`src/rtl/uart_pkg.sv`:
```
// Shared UART definitions: receiver state encoding, bus addresses and default
// bit timing for a 50 MHz clock at 9600 baud.
package uart_pkg;

  typedef enum logic [1:0] {
    RX_IDLE  = 2'd0,
    RX_START = 2'd1,
    RX_DATA  = 2'd2,
    RX_STOP  = 2'd3
  } rx_state_e;

  localparam logic [15:0] UART_TX_ADDR = 16'h0021;
  localparam logic [15:0] UART_RX_ADDR = 16'h0022;

  localparam int unsigned UART_N_BITS_DEFAULT = 8;
  localparam int unsigned UART_M_DEFAULT      = 5208;
  localparam int unsigned UART_N_DEFAULT      = 13;

endpackage

```
`src/rtl/rx_bit_timer.sv`:
```
// Restartable bit-time counter for the receiver. Unlike a free-running
// prescaler it realigns to zero whenever clr is asserted (every start edge).
module rx_bit_timer
  import uart_pkg::*;
#(
  parameter int unsigned M = UART_M_DEFAULT,
  parameter int unsigned N = UART_N_DEFAULT
) (
  input  logic clk,
  input  logic rst,
  input  logic clr,
  output logic half_tick,
  output logic full_tick
);

  localparam logic [N-1:0] HALF_CNT = N'(M / 2 - 1);
  localparam logic [N-1:0] FULL_CNT = N'(M - 1);

  logic [N-1:0] cnt_q;
  logic [N-1:0] cnt_d;

  // The FSM clears the count on every tick it acts upon, so it never passes M-1.
  always_comb begin
    cnt_d = clr ? '0 : cnt_q + N'(1);
  end

  // NOTE: sequential state uses non-blocking assignments only, so every flop
  // samples the values from before the edge regardless of block ordering.
  always_ff @(posedge clk) begin
    if (rst) cnt_q <= '0;
    else     cnt_q <= cnt_d;
  end

  assign half_tick = (cnt_q == HALF_CNT);
  assign full_tick = (cnt_q == FULL_CNT);

endmodule

```
`src/rtl/uart_rx.sv`:
```
// Bus-mapped 8N1 UART receiver: oversamples bit_in, holds the last good byte
// until the CPU reads uart_addr, and flags framing and overrun errors.
module uart_rx
  import uart_pkg::*;
#(
  parameter int unsigned N_BITS    = UART_N_BITS_DEFAULT,
  parameter int unsigned M         = UART_M_DEFAULT,
  parameter int unsigned N         = UART_N_DEFAULT,
  parameter logic [15:0] uart_addr = UART_RX_ADDR
) (
  input  logic              clk,
  input  logic              rst,
  input  logic              enable,
  input  logic [15:0]       addr,
  input  logic              bit_in,
  output logic [N_BITS-1:0] data_i_bus,
  output logic              isReady,
  output logic              frame_err,
  output logic              overrun
);

  localparam int unsigned IDX_W = $clog2(N_BITS + 1);

  rx_state_e         state_q, state_d;
  logic [IDX_W-1:0]  idx_q, idx_d;
  logic [N_BITS-1:0] shift_q, shift_d;
  logic [N_BITS-1:0] data_q, data_d;
  logic              ready_q, ready_d;
  logic              ferr_q, ferr_d;
  logic              ovr_q, ovr_d;

  logic rx_meta_q, rx_s_q, rx_prev_q;
  logic fall, ack;
  logic timer_clr, half_tick, full_tick;

  rx_bit_timer #(
    .M (M),
    .N (N)
  ) u_timer (
    .clk       (clk),
    .rst       (rst),
    .clr       (timer_clr),
    .half_tick (half_tick),
    .full_tick (full_tick)
  );

  // NOTE: the synchronizer resets to the idle line level (1), not 0, so that
  // leaving reset never looks like a falling start edge.
  always_ff @(posedge clk) begin
    if (rst) begin
      rx_meta_q <= 1'b1;
      rx_s_q    <= 1'b1;
      rx_prev_q <= 1'b1;
    end else begin
      rx_meta_q <= bit_in;
      rx_s_q    <= rx_meta_q;
      rx_prev_q <= rx_s_q;
    end
  end

  assign fall = rx_prev_q && !rx_s_q;
  assign ack  = enable && (addr == uart_addr);

  // NOTE: every signal written here gets a default first; a path that leaves
  // one unassigned would infer a latch.
  always_comb begin
    state_d   = state_q;
    idx_d     = idx_q;
    shift_d   = shift_q;
    data_d    = data_q;
    ready_d   = ready_q;
    ferr_d    = ferr_q;
    ovr_d     = ovr_q;
    timer_clr = 1'b0;

    if (ack) begin
      ready_d = 1'b0;
      ovr_d   = 1'b0;
    end

    case (state_q)
      RX_IDLE: begin
        // The edge cycle itself is count 0, so the timer runs from it.
        timer_clr = !fall;
        if (fall) state_d = RX_START;
      end
      RX_START: begin
        if (half_tick) begin
          timer_clr = 1'b1;
          idx_d     = '0;
          state_d   = rx_s_q ? RX_IDLE : RX_DATA;
        end
      end
      RX_DATA: begin
        if (full_tick) begin
          timer_clr = 1'b1;
          shift_d   = {rx_s_q, shift_q[N_BITS-1:1]};
          idx_d     = idx_q + IDX_W'(1);
          if (idx_q == IDX_W'(N_BITS - 1)) state_d = RX_STOP;
        end
      end
      RX_STOP: begin
        if (full_tick) begin
          timer_clr = 1'b1;
          state_d   = RX_IDLE;
          if (rx_s_q) begin
            // Completion overrides a same-cycle ack on isReady.
            data_d  = shift_q;
            ready_d = 1'b1;
            ferr_d  = 1'b0;
            if (ready_q && !ack) ovr_d = 1'b1;
          end else begin
            ferr_d = 1'b1;
          end
        end
      end
      default: state_d = RX_IDLE;
    endcase
  end

  always_ff @(posedge clk) begin
    if (rst) begin
      state_q <= RX_IDLE;
      idx_q   <= '0;
      shift_q <= '0;
      data_q  <= '0;
      ready_q <= 1'b0;
      ferr_q  <= 1'b0;
      ovr_q   <= 1'b0;
    end else begin
      state_q <= state_d;
      idx_q   <= idx_d;
      shift_q <= shift_d;
      data_q  <= data_d;
      ready_q <= ready_d;
      ferr_q  <= ferr_d;
      ovr_q   <= ovr_d;
    end
  end

  assign data_i_bus = data_q;
  assign isReady    = ready_q;
  assign frame_err  = ferr_q;
  assign overrun    = ovr_q;

endmodule
```
`config.mk`:
```
export PLATFORM = sky130hd
export DESIGN_NAME = uart_rx
export DESIGN_NICKNAME = d
export VERILOG_FILES = /design/src/rtl/uart_pkg.sv /design/src/rtl/rx_bit_timer.sv /design/src/rtl/uart_rx.sv
export SDC_FILE = /design/constraint.sdc
export NUM_CORES = 1
export LEC_CHECK = 0
export ABC_AREA = 0
export ABC_CLOCK_PERIOD_IN_PS = 4200
export CAP_MARGIN = 20
export CORE_MARGIN = 2
export CORE_UTILIZATION = 40
export DETAILED_ROUTE_END_ITERATION = 10
export DONT_BUFFER_PORTS = 1
export GPL_TIMING_DRIVEN = 0
export PLACE_DENSITY_LB_ADDON = 0.2
export SETUP_SLACK_MARGIN = 0.1
export SYNTH_ARGS = -nofsm -noshare
export SYNTH_HDL_FRONTEND = slang
export SYNTH_SLANG_ARGS = --single-unit
```
`constraint.sdc`:
```
create_clock -name clk -period 4.2 [get_ports clk]
set_input_delay 1.26 -clock clk [delete_from_list [all_inputs] [get_ports clk]]
set_output_delay 1.26 -clock clk [all_outputs]
set_load 0.03 [all_outputs]
```
==> impl_metrics.tcl <==
set metrics [dict create \
    cts-buffers-inserted 5 \
    switching_power_mw 0.1481 \
    p_comb_share_pct 2.5 \
    synth_seq_cells 41 \
    wl_per_cell_um 13.45 \
    clock.fmax_mhz 451.1 \
    seqPwrFrac_pct 59.5 \
    synth_top_family_by_area "simple AND/OR/NAND/NOR gates" \
    synth_area_um2 1823 \
    drc 0 \
    rows 24 \
    min_path_type "reg2reg" \
    internal_power_mw 0.5114 \
    pwr-share-clk_pct 38.0 \
    setup_tns_ns 0 \
    ioPinCount 31 \
    avgSynthCellArea_um2 9.301 \
    total_leakage_power_nw 0.6921 \
    hold_viol 0 \
    path_buf_inv 1 \
    drv_slew 0 \
    peakVddDrop_uv 222.0 \
    drive_gt1_share_pct 11.76 \
    ctsHoldBuffers 0 \
    synth_xor_area_share_pct 5.765 \
    skew_ns 0.003869 \
    synth-compound-area-share_pct 5.148 \
    clk_latency_ns 0.29 \
    muxShareOfSynthArea_pct 9.883 \
    worstPathArrival_ns 2.40 \
    power_density_nw_per_um2 334.0 \
    ctsResizeCount 0 \
    critical_path_required_ns 4.38 \
    cts.clk_slew.worst_paths_ns 0.08 \
    cts_sinks 41 \
    cts.path.max_buffers 2 \
    synth_largest_area_cell "dfxtp_1" \
    cts_tree "done" \
    path_max_fanout 10 \
    syn_nets 218 \
    die_area_um2 5114 \
    tightest_slew_ns 0.4793 \
    crit_slowest_cell "nor4_4" \
    cts_max_level 2 \
    outcome "completed" \
    grt_start_max_net_pins 14 \
    synth_edf_count 0 \
    diodes 0 \
    grt_pass1_vias 1296 \
    die_h_um 71.51 \
    max_stage_delay_ns 0.45 \
    hold_ws_ns 0.4168 \
    dp.final_hpwl_mm 2.592 \
    regArea_um2 820.8 \
    cp_cell_sequence "ha_1 > nand2_1 > nor4_4 > a2bb2oi_1 > buf_2 > nor2_1" \
    nNetsFinal 225 \
    rsz0062_at_grt "no" \
    grt_usage_pct 14.07 \
    via_count 1344 \
    fillers 447 \
    ant_nets 0 \
    drt_iter0_drc 50 \
    cts_setup_buffers 0 \
    synthSimpleGateAreaFrac_pct 27.59 \
    grt_pass1_wl_mm 5.713 \
    end_kind "flop" \
    crit_type "reg2reg" \
    synth-seq-area-share_pct 45.02 \
    synth_ff_type "dfxtp_1" \
    gp_congestion 0.8158 \
    synthCells 196 \
    period_minus_slack_ns 2.217 \
    ys_warn_count 0 \
    critPathTopFamily "simple AND/OR/NAND/NOR gates" \
    grt_overflow 0 \
    vias_per_cell 5.250 \
    ys_types 43 \
    antenna_found_initial 0 \
    flow.area_growth_from_synthesis_pct 8.305 \
    finalSetupViolCount 0 \
    drt_pre_antenna_iters 4 \
    drv_cap 0 \
    multiInputGateArea_um2 907.1 \
    power_switching_share_pct 22.45 \
    initial_utilization_pct 41.58 \
    wirelength_mm 3.444 \
    max_slew_margin_pct 67.81 \
    yosysTopAreaCellShare_pct 45.02 \
    io_buffers 0 \
    coreArea_um2 4384 \
    root_buffer "clkbuf_8" \
    start_kind "flop" \
    netlist_top_cells_area "dfxtp_1 (45%), mux2i_1 (9.9%), nor2_1 (6.2%), xnor2_1 (4.8%), nand2_1 (4.7%)" \
    fin_crit_sh_pct 52.78 \
    synthAdderAreaFrac_pct 1.373 \
    die_w_um 71.51 \
    async_flop_share_pct 0 \
]
-- metal layers --
layer | up-vias | GRT usage [%] | wire [um]
li1 | 687 | - | -
met1 | 617 | 17.17 | 1641
met2 | 34 | 23.25 | 1547
met3 | 6 | 4.219 | 196
met4 | 0 | 5.660 | 59
met5 | - | 0 | 0
-- power by group through the flow --
| stage | registers (mW) | logic, mW | clock network, mW |
|---|---|---|---|
| after global placement | 0.402 | 0.0161 | 0 |
| after floorplan | 0.401 | 0.0129 | 0 |
| after global routing | 0.393 | 0.0187 | 0.273 |
| final | 0.393 | 0.0163 | 0.250 |
| after detailed placement | 0.402 | 0.0166 | 0 |
| after CTS | 0.393 | 0.0166 | 0.257 |
-- cells in the final DEF, fill, tap and decap left out, types with 4 or more instances in the layout --
master / Yosys / layout
xnor2_1: 10 / 10
inv_1: 4 / 4
nor3_1: 4 / 4
clkbuf_8: 0 / 5
nand3_1: 5 / 5
nand2_1: 23 / 23
mux2i_1: 18 / 18
nor4_1: 6 / 6
dfxtp_1: 41 / 41
nor2_1: 30 / 30
-- sequential cells by signal, summed over array words and instances (netlist names), named ones only --
register       count
u_timer.cnt_q     13
data_i_bus         8
shift_q            8
idx_q              4
frame_err          1
isReady            1
overrun            1
rx_meta_q          1
rx_prev_q          1
rx_s_q             1
state_q            1
-- synthesized netlist by cell type (3+ instances only) --
master and instances:
or2_2 3, xnor2_1 10, o21ai_1 3, a21oi_1 3
nand4_1 3, nor2_1 30, nor3_1 4, mux2i_1 18
buf_2 3, nand2_1 23, nand3_1 5, dfxtp_1 41
buf_6 3, inv_1 4, nor4_1 6
-- per-stage QoR --
step / setup WS, ns / utilization [%] / total power, mW / instances / cell area, um^2
3_5_place_dp: 1.872 / 43.07 / 0.4185 / 248 / 1888
2_1_floorplan: 2.105 / - / 0.4141 / 196 / 1823
4_1_cts: 1.966 / 45.03 / 0.6665 / 256 / 1974
3_3_place_gp: 1.922 / 43.07 / 0.4179 / 248 / 1888
5_1_grt: 1.791 / 45.03 / 0.6850 / 256 / 1974
6_report: 1.983 / 45.03 / 0.6595 / 256 / 1974
-- cell families after synthesis --
| group | count (synthesis) |
|---|---|
| DFF | 41 |
| muxes | 18 |
| xor gates and xnor gates | 12 |
| AOI/OAI and AO/OA | 14 |
| and+or+nand+nor | 95 |
| adders and majority gates | 2 |
| buffers and inverters | 14 |
-- worst paths after layout --
kind / from / endpoint / slack [ns] / depth (start not counted)
hold / removal: rx_meta_q$_SDFF_PP1_ / rx_s_q$_SDFF_PP1_ / 0.42 / 1
hold reg to reg: rx_meta_q$_SDFF_PP1_ / rx_s_q$_SDFF_PP1_ / 0.42 / 1
setup / recovery: u_timer.cnt_q[0]$_SDFF_PP0_ / u_timer.cnt_q[5]$_SDFF_PP0_ / 1.98 / 6
setup reg to reg: u_timer.cnt_q[0]$_SDFF_PP0_ / u_timer.cnt_q[5]$_SDFF_PP0_ / 1.98 / 6
-- layout make-up --
| class | count | area share (%) |
|---|---|---|
| plain buffers | 9 | 3.866 |
| clock inverters | 3 | 0.8872 |
| well taps | 52 | 3.295 |
| multi-input cells | 141 | 45.94 |
| flip-flops and latches | 41 | 41.57 |
| clock buffers | 5 | 3.485 |
| inverters | 5 | 0.9506 |
Power figures use the tool's default switching activity.
